`config.mk`:
```
export PLATFORM = sky130hd
export DESIGN_NAME = cache_miss_refill_flat
export DESIGN_NICKNAME = d
export VERILOG_FILES = /design/src/rtl/cache_miss_refill_if.sv /design/src/rtl/cache_miss_refill.sv /design/src/flat_wrapper.sv
export SDC_FILE = /design/constraint.sdc
export NUM_CORES = 1
export LEC_CHECK = 0
export ABC_AREA = 1
export ABC_CLOCK_PERIOD_IN_PS = 2600
export BUFFER_PORTS_ARGS = -buffer_cell sky130_fd_sc_hd__buf_2
export CORE_ASPECT_RATIO = 0.9
export CORE_UTILIZATION = 33
export CTS_BUF_LIST = sky130_fd_sc_hd__clkbuf_8
export CTS_CLUSTER_DIAMETER = 150
export DETAILED_ROUTE_END_ITERATION = 10
export GPL_ROUTABILITY_DRIVEN = 0
export PLACE_DENSITY = 0.6
export SETUP_SLACK_MARGIN = 0.3
export SLEW_MARGIN = 20
export SYNTH_ARGS = -nofsm -noshare
export SYNTH_HDL_FRONTEND = slang
export SYNTH_SLANG_ARGS = --single-unit
```
`constraint.sdc`:
```
create_clock -name clk -period 2.6 [get_ports clk]
set_clock_uncertainty 0.1 [all_clocks]
set_input_delay 0.13 -clock clk [delete_from_list [all_inputs] [get_ports clk]]
set_output_delay 0.13 -clock clk [all_outputs]
set_load 0.005 [all_outputs]
```
`src/rtl/cache_miss_refill_if.sv`:
```
// Bundle between the miss handler and its neighbours: the tag-compare/PLRU
// miss request and victim info, the memory-bus bridge, and the refill write port.
interface cache_miss_refill_if #(
   parameter int unsigned ASSOC_NUM  = 4,
   parameter int unsigned LINE_WORDS = 8,
   parameter int unsigned ADDR_W     = 32,
   parameter int unsigned TAG_W      = 20
);
   localparam int unsigned WAY_W = $clog2(ASSOC_NUM);
   localparam int unsigned IDX_W = $clog2(LINE_WORDS);

   logic                       miss_valid;
   logic                       miss_ready;
   logic [ADDR_W-1:0]          miss_addr;
   logic [WAY_W-1:0]           victim_way;
   logic                       victim_dirty;
   logic [TAG_W-1:0]           victim_tag;
   logic [32*LINE_WORDS-1:0]   victim_line;

   logic                       wr_req;
   logic                       wr_gnt;
   logic [ADDR_W-1:0]          wr_addr;
   logic                       wr_wvalid;
   logic                       wr_wready;
   logic [31:0]                wr_wdata;
   logic                       wr_wlast;
   logic                       wr_bvalid;

   logic                       rd_req;
   logic                       rd_gnt;
   logic [ADDR_W-1:0]          rd_addr;
   logic                       rd_rvalid;
   logic [31:0]                rd_rdata;

   logic [ASSOC_NUM-1:0]       refill_we;
   logic [IDX_W-1:0]           refill_widx;
   logic [31:0]                refill_wdata;
   logic                       refill_tag_we;
   logic [ASSOC_NUM-1:0]       lru_access;
   logic                       lru_update;
   logic                       done;

   modport master (
      input  miss_valid, miss_addr, victim_way, victim_dirty, victim_tag, victim_line,
      input  wr_gnt, wr_wready, wr_bvalid, rd_gnt, rd_rvalid, rd_rdata,
      output miss_ready, wr_req, wr_addr, wr_wvalid, wr_wdata, wr_wlast,
      output rd_req, rd_addr, refill_we, refill_widx, refill_wdata, refill_tag_we,
      output lru_access, lru_update, done
   );

   modport slave (
      output miss_valid, miss_addr, victim_way, victim_dirty, victim_tag, victim_line,
      output wr_gnt, wr_wready, wr_bvalid, rd_gnt, rd_rvalid, rd_rdata,
      input  miss_ready, wr_req, wr_addr, wr_wvalid, wr_wdata, wr_wlast,
      input  rd_req, rd_addr, refill_we, refill_widx, refill_wdata, refill_tag_we,
      input  lru_access, lru_update, done
   );
endinterface

```
`src/rtl/cache_miss_refill.sv`:
```
// Set-associative cache miss handler: optional victim writeback, line refill, PLRU touch.
// Define CACHE_MISS_PERF_EN to add the perf_miss_cnt / perf_wb_cnt counters.
module cache_miss_refill #(
   parameter int unsigned ASSOC_NUM  = 4,
   parameter int unsigned LINE_WORDS = 8,
   parameter int unsigned ADDR_W     = 32,
   parameter int unsigned TAG_W      = 20
) (
   input  logic clk,
   input  logic resetn,
   cache_miss_refill_if.master bus
`ifdef CACHE_MISS_PERF_EN
   ,
   output logic [31:0] perf_miss_cnt,
   output logic [31:0] perf_wb_cnt
`endif
);
   localparam int unsigned WAY_W   = $clog2(ASSOC_NUM);
   localparam int unsigned CNT_W   = $clog2(LINE_WORDS);
   localparam int unsigned OFF_W   = $clog2(LINE_WORDS*4);
   localparam int unsigned LINE_W  = ADDR_W - OFF_W;
   localparam int unsigned INDEX_W = ADDR_W - TAG_W - OFF_W;
   localparam logic [CNT_W-1:0] CNT_LAST = CNT_W'(LINE_WORDS - 1);

   typedef enum logic [2:0] {
      IDLE, WB_ADDR, WB_DATA, WB_RESP, RD_ADDR, RD_DATA, DONE
   } state_t;

   state_t               state, state_nxt;
   logic [CNT_W-1:0]     cnt, cnt_nxt;
   logic [LINE_W-1:0]    line_addr_q;
   logic [WAY_W-1:0]     way_q;
   logic [TAG_W-1:0]     tag_q;
   logic [31:0]          line_q [LINE_WORDS];
   logic [ASSOC_NUM-1:0] way_oh;
   logic                 accept;
   logic                 unused_offset;

   logic                 miss_ready;
   logic                 wr_req;
   logic                 wr_wvalid;
   logic [31:0]          wr_wdata;
   logic                 wr_wlast;
   logic                 rd_req;
   logic [ASSOC_NUM-1:0] refill_we;
   logic [CNT_W-1:0]     refill_widx;
   logic [31:0]          refill_wdata;
   logic                 refill_tag_we;
   logic [ASSOC_NUM-1:0] lru_access;
   logic                 lru_update;
   logic                 done;

   assign accept        = (state == IDLE) && bus.miss_valid;
   assign way_oh        = ASSOC_NUM'(1) << way_q;
   assign unused_offset = ^bus.miss_addr[OFF_W-1:0];

   always_ff @(posedge clk or negedge resetn) begin
      if (!resetn) begin
         state       <= IDLE;
         cnt         <= '0;
         line_addr_q <= '0;
         way_q       <= '0;
         tag_q       <= '0;
         for (int unsigned i = 0; i < LINE_WORDS; i++) line_q[i] <= '0;
      end else begin
         state <= state_nxt;
         cnt   <= cnt_nxt;
         if (accept) begin
            line_addr_q <= bus.miss_addr[ADDR_W-1:OFF_W];
            way_q       <= bus.victim_way;
            tag_q       <= bus.victim_tag;
            for (int unsigned i = 0; i < LINE_WORDS; i++)
               line_q[i] <= bus.victim_line[32*i +: 32];
         end
      end
   end

   always_comb begin
      state_nxt     = state;
      cnt_nxt       = cnt;
      miss_ready    = 1'b0;
      wr_req        = 1'b0;
      wr_wvalid     = 1'b0;
      wr_wdata      = '0;
      wr_wlast      = 1'b0;
      rd_req        = 1'b0;
      refill_we     = '0;
      refill_widx   = '0;
      refill_wdata  = '0;
      refill_tag_we = 1'b0;
      lru_access    = '0;
      lru_update    = 1'b0;
      done          = 1'b0;
      case (state)
         IDLE: begin
            miss_ready = 1'b1;
            if (bus.miss_valid) state_nxt = bus.victim_dirty ? WB_ADDR : RD_ADDR;
         end
         WB_ADDR: begin
            wr_req = 1'b1;
            if (bus.wr_gnt) state_nxt = WB_DATA;
         end
         WB_DATA: begin
            wr_wvalid = 1'b1;
            wr_wdata  = line_q[cnt];
            wr_wlast  = (cnt == CNT_LAST);
            if (bus.wr_wready) begin
               cnt_nxt = cnt + 1'b1;
               if (cnt == CNT_LAST) begin
                  cnt_nxt   = '0;
                  state_nxt = WB_RESP;
               end
            end
         end
         WB_RESP: begin
            if (bus.wr_bvalid) state_nxt = RD_ADDR;
         end
         RD_ADDR: begin
            rd_req = 1'b1;
            if (bus.rd_gnt) state_nxt = RD_DATA;
         end
         RD_DATA: begin
            // Refill beats are never back-pressured: write the data array in the beat's own cycle.
            if (bus.rd_rvalid) begin
               refill_we    = way_oh;
               refill_widx  = cnt;
               refill_wdata = bus.rd_rdata;
               cnt_nxt      = cnt + 1'b1;
               if (cnt == CNT_LAST) begin
                  refill_tag_we = 1'b1;
                  cnt_nxt       = '0;
                  state_nxt     = DONE;
               end
            end
         end
         DONE: begin
            done       = 1'b1;
            lru_update = 1'b1;
            lru_access = way_oh;
            state_nxt  = IDLE;
         end
         default: state_nxt = IDLE;
      endcase
   end

   assign bus.miss_ready    = miss_ready;
   assign bus.wr_req        = wr_req;
   assign bus.wr_addr       = {tag_q, line_addr_q[INDEX_W-1:0], {OFF_W{1'b0}}};
   assign bus.wr_wvalid     = wr_wvalid;
   assign bus.wr_wdata      = wr_wdata;
   assign bus.wr_wlast      = wr_wlast;
   assign bus.rd_req        = rd_req;
   assign bus.rd_addr       = {line_addr_q, {OFF_W{1'b0}}};
   assign bus.refill_we     = refill_we;
   assign bus.refill_widx   = refill_widx;
   assign bus.refill_wdata  = refill_wdata;
   assign bus.refill_tag_we = refill_tag_we;
   assign bus.lru_access    = lru_access;
   assign bus.lru_update    = lru_update;
   assign bus.done          = done;

`ifdef CACHE_MISS_PERF_EN
   always_ff @(posedge clk or negedge resetn) begin
      if (!resetn) begin
         perf_miss_cnt <= '0;
         perf_wb_cnt   <= '0;
      end else if (accept) begin
         perf_miss_cnt <= perf_miss_cnt + 32'd1;
         if (bus.victim_dirty) perf_wb_cnt <= perf_wb_cnt + 32'd1;
      end
   end
`endif

endmodule
```
`src/flat_wrapper.sv`:
```
// flat-port wrapper written by rule: the top's interface ports become plain ports
module cache_miss_refill_flat 
#(
   parameter int unsigned ASSOC_NUM  = 4,
   parameter int unsigned LINE_WORDS = 8,
   parameter int unsigned ADDR_W     = 32,
   parameter int unsigned TAG_W      = 20
)
  (clk, resetn, bus_miss_valid, bus_miss_addr, bus_victim_way, bus_victim_dirty, bus_victim_tag, bus_victim_line, bus_wr_gnt, bus_wr_wready, bus_wr_bvalid, bus_rd_gnt, bus_rd_rvalid, bus_rd_rdata, bus_miss_ready, bus_wr_req, bus_wr_addr, bus_wr_wvalid, bus_wr_wdata, bus_wr_wlast, bus_rd_req, bus_rd_addr, bus_refill_we, bus_refill_widx, bus_refill_wdata, bus_refill_tag_we, bus_lru_access, bus_lru_update, bus_done);
  cache_miss_refill_if #(.ASSOC_NUM(ASSOC_NUM), .LINE_WORDS(LINE_WORDS), .ADDR_W(ADDR_W), .TAG_W(TAG_W)) bus_i ();
  input  logic clk;
  input  logic resetn;
  input wire logic [$bits(bus_i.miss_valid)-1:0] bus_miss_valid;
  input wire logic [$bits(bus_i.miss_addr)-1:0] bus_miss_addr;
  input wire logic [$bits(bus_i.victim_way)-1:0] bus_victim_way;
  input wire logic [$bits(bus_i.victim_dirty)-1:0] bus_victim_dirty;
  input wire logic [$bits(bus_i.victim_tag)-1:0] bus_victim_tag;
  input wire logic [$bits(bus_i.victim_line)-1:0] bus_victim_line;
  input wire logic [$bits(bus_i.wr_gnt)-1:0] bus_wr_gnt;
  input wire logic [$bits(bus_i.wr_wready)-1:0] bus_wr_wready;
  input wire logic [$bits(bus_i.wr_bvalid)-1:0] bus_wr_bvalid;
  input wire logic [$bits(bus_i.rd_gnt)-1:0] bus_rd_gnt;
  input wire logic [$bits(bus_i.rd_rvalid)-1:0] bus_rd_rvalid;
  input wire logic [$bits(bus_i.rd_rdata)-1:0] bus_rd_rdata;
  output wire logic [$bits(bus_i.miss_ready)-1:0] bus_miss_ready;
  output wire logic [$bits(bus_i.wr_req)-1:0] bus_wr_req;
  output wire logic [$bits(bus_i.wr_addr)-1:0] bus_wr_addr;
  output wire logic [$bits(bus_i.wr_wvalid)-1:0] bus_wr_wvalid;
  output wire logic [$bits(bus_i.wr_wdata)-1:0] bus_wr_wdata;
  output wire logic [$bits(bus_i.wr_wlast)-1:0] bus_wr_wlast;
  output wire logic [$bits(bus_i.rd_req)-1:0] bus_rd_req;
  output wire logic [$bits(bus_i.rd_addr)-1:0] bus_rd_addr;
  output wire logic [$bits(bus_i.refill_we)-1:0] bus_refill_we;
  output wire logic [$bits(bus_i.refill_widx)-1:0] bus_refill_widx;
  output wire logic [$bits(bus_i.refill_wdata)-1:0] bus_refill_wdata;
  output wire logic [$bits(bus_i.refill_tag_we)-1:0] bus_refill_tag_we;
  output wire logic [$bits(bus_i.lru_access)-1:0] bus_lru_access;
  output wire logic [$bits(bus_i.lru_update)-1:0] bus_lru_update;
  output wire logic [$bits(bus_i.done)-1:0] bus_done;
  assign bus_i.miss_valid = bus_miss_valid;
  assign bus_i.miss_addr = bus_miss_addr;
  assign bus_i.victim_way = bus_victim_way;
  assign bus_i.victim_dirty = bus_victim_dirty;
  assign bus_i.victim_tag = bus_victim_tag;
  assign bus_i.victim_line = bus_victim_line;
  assign bus_i.wr_gnt = bus_wr_gnt;
  assign bus_i.wr_wready = bus_wr_wready;
  assign bus_i.wr_bvalid = bus_wr_bvalid;
  assign bus_i.rd_gnt = bus_rd_gnt;
  assign bus_i.rd_rvalid = bus_rd_rvalid;
  assign bus_i.rd_rdata = bus_rd_rdata;
  assign bus_miss_ready = bus_i.miss_ready;
  assign bus_wr_req = bus_i.wr_req;
  assign bus_wr_addr = bus_i.wr_addr;
  assign bus_wr_wvalid = bus_i.wr_wvalid;
  assign bus_wr_wdata = bus_i.wr_wdata;
  assign bus_wr_wlast = bus_i.wr_wlast;
  assign bus_rd_req = bus_i.rd_req;
  assign bus_rd_addr = bus_i.rd_addr;
  assign bus_refill_we = bus_i.refill_we;
  assign bus_refill_widx = bus_i.refill_widx;
  assign bus_refill_wdata = bus_i.refill_wdata;
  assign bus_refill_tag_we = bus_i.refill_tag_we;
  assign bus_lru_access = bus_i.lru_access;
  assign bus_lru_update = bus_i.lru_update;
  assign bus_done = bus_i.done;
  cache_miss_refill #(.ASSOC_NUM(ASSOC_NUM), .LINE_WORDS(LINE_WORDS), .ADDR_W(ADDR_W), .TAG_W(TAG_W)) u_core (.clk(clk), .resetn(resetn), .bus(bus_i));
endmodule
```
# Yosys cells after proc, flatten, opt, wreduce, memory -nomap -nowiden
# Cells that the tools add are included.
[word_totals]
reg_bits = 311
input_bits = 351
word_cells = 71
[classes]
addsub = 1
order_cmp = 1
eq_ne = 15
shift = 1
n_mux = 34
bitwise_logic = 1
n_reduce_logical = 5
[ops]
columns = ["op", "n"]
rows = [
  ["32-bit 2-to-1 mux", 5],
  ["32-bit binary-select mux with 3-bit select", 1],
  ["3-bit 2-to-1 mux", 14],
  ["3-bit case mux with 6 select lines", 1],
  ["3-bit equality test (second input constant)", 4],
  ["4-bit 2-to-1 mux", 3],
  ["2-bit inequality test (second input constant)", 6],
  ["1-bit 2-to-1 mux", 9],
  ["8-bit AND reduction", 1],
  ["3-bit by 2-bit equality test with 1-bit output (second input constant)", 2],
  ["3-bit case mux with 2 select lines", 1],
  ["4-bit >= comparator (second input constant)", 1],
  ["2-bit by 1-bit inequality test with 1-bit output (second input constant)", 2],
  ["3-bit NOT with 4-bit output", 1],
  ["1-bit by 2-bit left shift with 4-bit output (first input constant)", 1],
  ["3-bit by 1-bit adder with 3-bit output (second input constant)", 1],
  ["3-bit by 1-bit equality test with 1-bit output (second input constant)", 1],
  ["3-bit zero test", 1],
  ["3-bit AND reduction", 1],
  ["2-bit nonzero test", 1],
  ["1-bit logical AND", 1],
]

# Logic depth before layout (Yosys ltp)
# Gate-level depths: netlist of the first run.
[logic_depth]
word_depth = 5
depth_mapped = 9
depth_no_buf = 9

# Worst setup path after synthesis of the first run
# OpenSTA, ideal clock, no wires.
[synth_path]
kind = "reg2out"
from = "reg u_core.cnt[0]"
to = "out bus_wr_wdata[25]"
arrival_ns = 1.304
t_required_ns = 2.370
setup_slack_ns = 1.066
stages_incl_launch_ff = 9
path_buffers = 3
cell_sequence = "dfrtp_1 buf_2 buf_2 buf_2 a21oi_1 o21ai_0 nand3_1 nand2_1 nor2_1"
[synth_between]
elab_chain_cells = 5
[synth_rtl]
columns = ["item", "line_no", "source"]
rows = [
  ["start: declaration", "cache_miss_refill.sv:30", "logic [CNT_W-1:0] cnt, cnt_nxt;"],
  ["start signal: assignment", "cache_miss_refill.sv:67", "cnt <= cnt_nxt;"],
  ["3-bit NOT with 4-bit output (implied by the code)", "cache_miss_refill.sv:105", "wr_wdata = line_q[cnt];"],
  ["32-bit binary-select mux with 3-bit select", "cache_miss_refill.sv:105", ""],
  ["32-bit 2-to-1 mux (implied by the code) (2 in a row)", "cache_miss_refill.sv:105", ""],
  ["32-bit 2-to-1 mux", "cache_miss_refill.sv:94", "case (state)"],
  ["end: declaration", "flat_wrapper.sv:29", "output wire logic [$bits(bus_i.wr_wdata)-1:0] bus_wr_wdata;"],
]
# No other way between the ends. The select of a mux whose other input is x is not followed.

# Worst setup path in the final report of the first run
[layout_path]
from = "reg u_core.cnt[0]"
to = "out bus_wr_wdata[28]"
# The elaborated chain is that of the path after synthesis.

==> out/results.txt, run 1 <==
TritonRoute pass-1 iters -> 6
area grow syn2layout -> 54.7%
vias per cell -> 4.89
final hold violations -> 0
slew of the pin with the lowest slew margin -> 0.691 ns
register bit total from synthesis -> 311
global-route wire length before repair -> 93,800 um
Arr. time, crit path -> 2.33 ns
clk slew on worst S/H paths -> 0.06 ns
post-route ant nets -> 0
Startpoint Class -> flop
crit path max fanout -> 8
Core Area -> 44,600 sq um
Via Count -> 16,562
top_reg_cell synth -> dfrtp_1
H-tree Lvls -> 2
placed insts -> 2,930
Mapped Area -> 15,100 sq um
area taken by multi-input logic gates -> 6320 sq um
CTS Sinks -> 311
Worst Setup End Kind -> output port
DRC violations left -> 0
Cell Count, Final, Fillers Out -> 3,387
Die Height -> 205 um
crit path max-delay cell type -> dfrtp_4
Site Rows -> 73
die area -> 46,500 sq um
Cell Pwr Density -> 1080 nW/um^2
CTS tree -> yes
total power -> 25.2 mW
maxcap violations -> 0
clk root buf -> clkbuf_8
Seq/Total Area, Yosys -> 51.7%
share of layout cells above drive strength 1 -> 26.9%
most frequent standard cell in the layout excluding fill and tap cells -> nand2_1
syn_area_per_cell -> 7.68 sq um
IO Pins -> 498
GRT overflow -> 0
Nets -> 3,094
Critical Path Source -> u_core.cnt[0]$_DFFE_PN0P_
Hold/Removal Path Class -> input port to asynchronous set/reset pin
Final Max Slew Viols -> 0
Cells after Synth -> 1,960
FMAX -> 0.390 GHz
Reg area -> 7790 sq um
Die W -> 227 um
post-synthesis cell type count -> 23
status -> finished, final reports clean
unrepaired setup endpoints after global routing -> true
most used cell, CP -> buf_16
deepest clock path buffer count -> 3
VDD IR max -> 0.764 mV
Syn. warnings -> 0
Req. time, crit path -> 2.37 ns
ys async rst share -> 100%
post-DP HPWL -> 38,500 um
Crit Path Category -> flop to output port
largest net degree at the start of global routing -> 100
vias in the first global route -> 16,781
number of I/O port buffers -> 482
worst-skew pair later-pin latency -> 0.61 ns
Global Route Usage Sum -> 26.5%
Worst path max stage delay -> 0.55 ns
filler instances -> 4,104
min Tclk post-route -> 2.56 ns
starting density of the core -> 33.8%
Pleak -> 11.7 nW
setup violators final -> 0
Routed WL -> 63,400 um
commonest cells after routing, fill and taps aside -> 618 x nand2_1, 479 x buf_2, 369 x o21ai_0
Final period util -> 98.6%
critical path cell sequence -> buf_16 -> buf_12 -> buf_16 -> o211ai_1 -> nand3_1 -> nand2_1 -> nor2_1 -> buf_2
initial antenna violation count -> 4
Rel. slew slack -> 54.0%
RR Startpoint -> u_core.state[1]$_DFFE_PN0P_
Core Util, Final -> 52.3%
Detailed Route Iter0 Violations -> 1,149
post-DR wirelength/cell -> 18.7 um
total CTS buffers -> 55
Post-synth EDFFs -> 0
## cells by family after synthesis
family | synth area share (%)
compound gates | 18.3
buf+inv | 9.31
fa+ha+maj | 0.166
simple gates | 20.6
other cells | 0.0249
flops | 51.7
## per-layer routing
layer / routed length (um) / track usage, %
met1: 26500 / 33.5
met2: 31000 / 45.0
met3: 3750 / 4.19
met4: 2120 / 10.4
met5: 0 / 0
## stage by stage
stage	setup TNS, ns	hold slack (ns)	setup WS (ns)	instance area [sq um]
3_5_place_dp	0	0.00745	0.327	18000
4_1_cts	-0.0226	0.0741	-0.0150	22900
5_1_grt	-0.482	0.129	-0.0597	23300
3_3_place_gp	0	0.00198	0.375	18000
2_1_floorplan	0	-0.266	1.07	15100
6_report	0	0.126	0.0355	23300
## power breakdown
part | switching, mW | internal [mW]
Combinational | 7.66 | 4.61
Sequential | 1.05 | 7.16
Clock | 2.11 | 2.60
Total | 10.8 | 14.4
## final timing paths
kind                       slack, ns  depth (start not counted)                             end
min in group clk                0.14                          4  u_core.line_q[140]$_DFFE_PN0P_
max in group asynchronous       1.92                          3   u_core.line_q[43]$_DFFE_PN0P_
min                             0.13                          3   u_core.line_q[81]$_DFFE_PN0P_
min reg2reg                     0.39                          2  u_core.line_q[137]$_DFFE_PN0P_
max                             0.04                          8                bus_wr_wdata[28]
max reg2reg                     0.36                          8     u_core.tag_q[0]$_DFFE_PN0P_
## state kept, by name (all words and copies together), names as in the netlist
| signal | count |
|---|---|
| u_core.way_q | 2 |
| u_core.cnt | 3 |
| u_core.line_q | 256 |
| u_core.tag_q | 20 |
| u_core.line_addr_q | 27 |
| u_core.state | 3 |
## Yosys cell counts, types with 12 or more instances
| cell | instances | area share [%] |
|---|---|---|
| a21oi_1 | 96 | 3.2 |
| clkbuf_1 | 81 | 2.0 |
| inv_1 | 146 | 3.6 |
| dfrtp_1 | 311 | 52 |
| buf_2 | 35 | 1.2 |
| o211ai_1 | 32 | 1.6 |
| nand3_1 | 44 | 1.5 |
| buf_4 | 27 | 1.3 |
| nand2_1 | 633 | 16 |
| nor2_1 | 110 | 2.7 |
| buf_6 | 12 | 0.90 |
| o21ai_0 | 403 | 13 |
## final cells by class
cell class,instances,share of cell area (%)
inverters,147,2.55
repair inverters,1,0.0376
diodes,4,0.0430
well taps,600,3.22
flip-flops and latches,311,33.5
clock inverters,29,0.746
clock buffers,70,4.13
repair buffers,876,28.7
multi-input cells,1349,27.1
## critical path: cells and delay by family (launching register included)
| family | cells | cell delay (ns) |
|---|---|---|
| buffers and inverters | 4 | 0.59 |
| and+or+nand+nor | 3 | 0.27 |
| DFF | 1 | 0.55 |
| AOI/OAI and AO/OA | 1 | 0.31 |
## timing repair
action | 4_1_cts | 5_1_grt
pin swaps | 25 | 42
hold endpoints to repair | 622 | 0
setup buffers | 13 | 14
setup endpoints to repair | 79 | 63
hold buffers | 315 | 0
resized for setup | 110 | 64
gates cloned | 8 | 4
Note: power is estimated with default switching activity, not from simulation.
==> run 2, diff against run 1 <==
--- a/config.mk
+++ b/config.mk
@@ -15,7 +15,7 @@
 export DETAILED_ROUTE_END_ITERATION = 10
 export GPL_ROUTABILITY_DRIVEN = 0
 export PLACE_DENSITY = 0.6
-export SETUP_SLACK_MARGIN = 0.3
+export SETUP_SLACK_MARGIN = 0.1
 export SLEW_MARGIN = 20
 export SYNTH_ARGS = -nofsm -noshare
 export SYNTH_HDL_FRONTEND = slang
==> run 2 against run 1 <==
Combinational power down 4%. Fmax increased by 1.6%. Die area stayed put. Critical path depth is the same. Non-clock buffer count decreased by 15. Hold slack gained 0.00088 ns. Via count is 0.71% lower. First-iteration DRC count shrank 4.3%. Count of clock-buffer cells in the layout unchanged. Utilization fell by 0.42 points. Clock power hardly changed. Critical endpoint is now bus_wr_wdata[19]. Largest cell class unchanged. Largest power group unchanged.
==> out/results.txt, run 2 (synthesis results as in run 1) <==
status -> finished, final reports clean (unchanged)
Hold/Removal Path Class -> input port to asynchronous set/reset pin (unchanged)
Via Count -> 16,444 (was 16,562)
Cell Count, Final, Fillers Out -> 3,369 (was 3,387)
IO Pins -> 498 (unchanged)
min Tclk post-route -> 2.52 ns (was 2.56 ns)
Fin Setup TNS -> 0 ns (unchanged)
total power -> 24.8 mW (was 25.2 mW)
starting density of the core -> 33.8% (unchanged)
clk root buf -> clkbuf_8 (unchanged)
r2r endpoint -> u_core.state[0]$_DFFE_PN0P_ (was u_core.tag_q[0]$_DFFE_PN0P_)
Die Height -> 205 um (unchanged)
clk slew on worst S/H paths -> 0.07 ns (was 0.06 ns)
Die W -> 227 um (unchanged)
area grow syn2layout -> 53.5% (was 54.7%)
Worst path max stage delay -> 0.57 ns (was 0.55 ns)
post-DP HPWL -> 38,500 um (unchanged)
post-route ant nets -> 0 (unchanged)
Nets -> 3,077 (was 3,094)
share of layout cells above drive strength 1 -> 26.7% (was 26.9%)
slew of the pin with the lowest slew margin -> 0.688 ns (was 0.691 ns)
worst-case reg-to-reg path depth -> 8 (unchanged)
Worst Setup End Kind -> output port (unchanged)
Arr. time, crit path -> 2.29 ns (was 2.33 ns)
crit path max-delay cell type -> dfrtp_4 (unchanged)
Global Route Usage Sum -> 26.1% (was 26.5%)
Site Rows -> 73 (unchanged)
Final Max Slew Viols -> 0 (unchanged)
CTS Sinks -> 311 (unchanged)
Routed WL -> 62,000 um (was 63,400 um)
Placement Setup Slack -> 0.327 ns (unchanged)
number of flip-flops in the largest register -> 256 (unchanged)
TritonRoute pass-1 iters -> 5 (was 6)
VDD IR max -> 0.764 mV (about the same)
Final period util -> 97.0% (was 98.6%)
RR Startpoint -> u_core.state[2]$_DFFE_PN0P_ (was u_core.state[1]$_DFFE_PN0P_)
maxcap violations -> 0 (unchanged)
commonest cells after routing, fill and taps aside -> 618 x nand2_1, 478 x buf_2, 370 x o21ai_0 (was 618 x nand2_1, 479 x buf_2, 369 x o21ai_0)
Cell Pwr Density -> 1070 nW/um^2 (was 1080 nW/um^2)
global-route wire length before repair -> 92,600 um (was 93,800 um)
Startpoint Class -> flop (unchanged)
most frequent standard cell in the layout excluding fill and tap cells -> nand2_1 (unchanged)
CTS tree -> yes (unchanged)
critical path cell sequence -> buf_16 -> buf_12 -> a21oi_1 -> o21ai_0 -> nand3_1 -> nand2_1 -> nor2_2 -> buf_2 (was buf_16 -> buf_12 -> buf_16 -> o211ai_1 -> nand3_1 -> nand2_1 -> nor2_1 -> buf_2)
Core Area -> 44,600 sq um (unchanged)
H-tree Lvls -> 2 (unchanged)
largest net degree at the start of global routing -> 100 (unchanged)
filler instances -> 4,121 (was 4,104)
Largest Register -> u_core.line_q (unchanged)
vias in the first global route -> 16,664 (was 16,781)
vias per cell -> 4.88 (was 4.89)
Detailed Route Iter0 Violations -> 1,100 (was 1,149)
crit path max fanout -> 25 (was 8)
Largest regs -> u_core.line_q (256), u_core.line_addr_q (27), u_core.tag_q (20) (unchanged)
deepest clock path buffer count -> 3 (unchanged)
Final WS setup -> 0.0767 ns (was 0.0355 ns)
Core Util, Final -> 51.9% (was 52.3%)
initial antenna violation count -> 4 (unchanged)
r2r setup slk -> 0.22 ns (was 0.36 ns)
Crit Path Category -> flop to output port (unchanged)
DRC violations left -> 0 (unchanged)
GRT overflow -> 0 (unchanged)
unrepaired setup endpoints after global routing -> true (unchanged)
placed insts -> 2,930 (unchanged)
worst-skew pair later-pin latency -> 0.60 ns (was 0.61 ns)
number of I/O port buffers -> 482 (unchanged)
FMAX -> 0.396 GHz (was 0.390 GHz)
die area -> 46,500 sq um (unchanged)
Req. time, crit path -> 2.37 ns (about the same)
final hold violations -> 0 (unchanged)
Pleak -> 11.6 nW (was 11.7 nW)
setup violators final -> 0 (unchanged)
Rel. slew slack -> 54.1% (was 54.0%)
total CTS buffers -> 55 (unchanged)
post-DR wirelength/cell -> 18.4 um (was 18.7 um)
## run 2: cell types whose count changed in the layout (fill, tap and decap cells not counted), moves of 3 or more
cell,delta
a21oi_2,+3
buf_4,-11
nand3_1,-3
nor3_2,-5
o21ai_1,-7
nand3_2,+4
nor3_1,+5
o21ai_2,+6
inv_1,+3
a21oi_1,-3
## run 2: how the worst max path moves through the flow
stage	from	endpoint	slack [ns]	depth (start not counted)
global placement	u_core.state[1]$_DFFE_PN0P_	bus_wr_wdata[29]	0.37	8
global route	u_core.cnt[0]$_DFFE_PN0P_	bus_wr_wdata[0]	-0.03	8
floorplan	u_core.cnt[0]$_DFFE_PN0P_	bus_wr_wdata[25]	1.07	8
finish	u_core.cnt[0]$_DFFE_PN0P_	bus_wr_wdata[19]	0.08	8
detailed placement	u_core.state[1]$_DFFE_PN0P_	bus_wr_wdata[29]	0.33	8
CTS	u_core.cnt[0]$_DFFE_PN0P_	bus_wr_wdata[6]	-0.02	8
## run 2: layer usage
layer	global-route usage, %	up-vias	share of wire (%)
met3	4.20	141	5.6
li1	-	7795	-
met4	9.95	0	3.2
met2	44.2	664	49
met1	33.2	7844	42
met5	0	-	0
## run 2: cell type report
type	count	area, sq um	area share, %
timing repair buffer	861	6500	28.1
multi-input combinational	1347	6330	27.4
clock inverter	29	174	0.752
tap	600	751	3.25
sequential	311	7790	33.7
timing repair inverter	1	8.76	0.0379
antenna	3	7.51	0.0325
clock buffer	70	963	4.17
inverter	147	582	2.52
## run 2: critical path: cells and delay by family (launching register included)
kind                   cells  cell delay (ns)
DFF                        1             0.57
buffers and inverters      3             0.50
AOI/OAI and AO/OA          2             0.24
and+or+nand+nor            3             0.37
## run 2: what timing repair did
action / CTS / global route
resized for setup: 104 / 71
pin swaps: 26 / 33
hold buffers: 316 / 0
hold endpoints to repair: 622 / 0
cloned: 6 / 2
buffers inserted: 7 / 7
setup endpoints to repair: 60 / 67
## run 2: stage by stage
stage               instance area [sq um]  hold WS, ns
finish                              23100        0.127
global placement                    18000      0.00198
floorplan                           15100       -0.266
CTS                                 22800       0.0741
global route                        23100        0.129
detailed placement                  18000      0.00745
## run 2: report_power, final
group	internal, mW	switching [mW]
clock	2.60	2.11
combinational	4.35	7.47
sequential	7.16	1.08
total	14.1	10.7
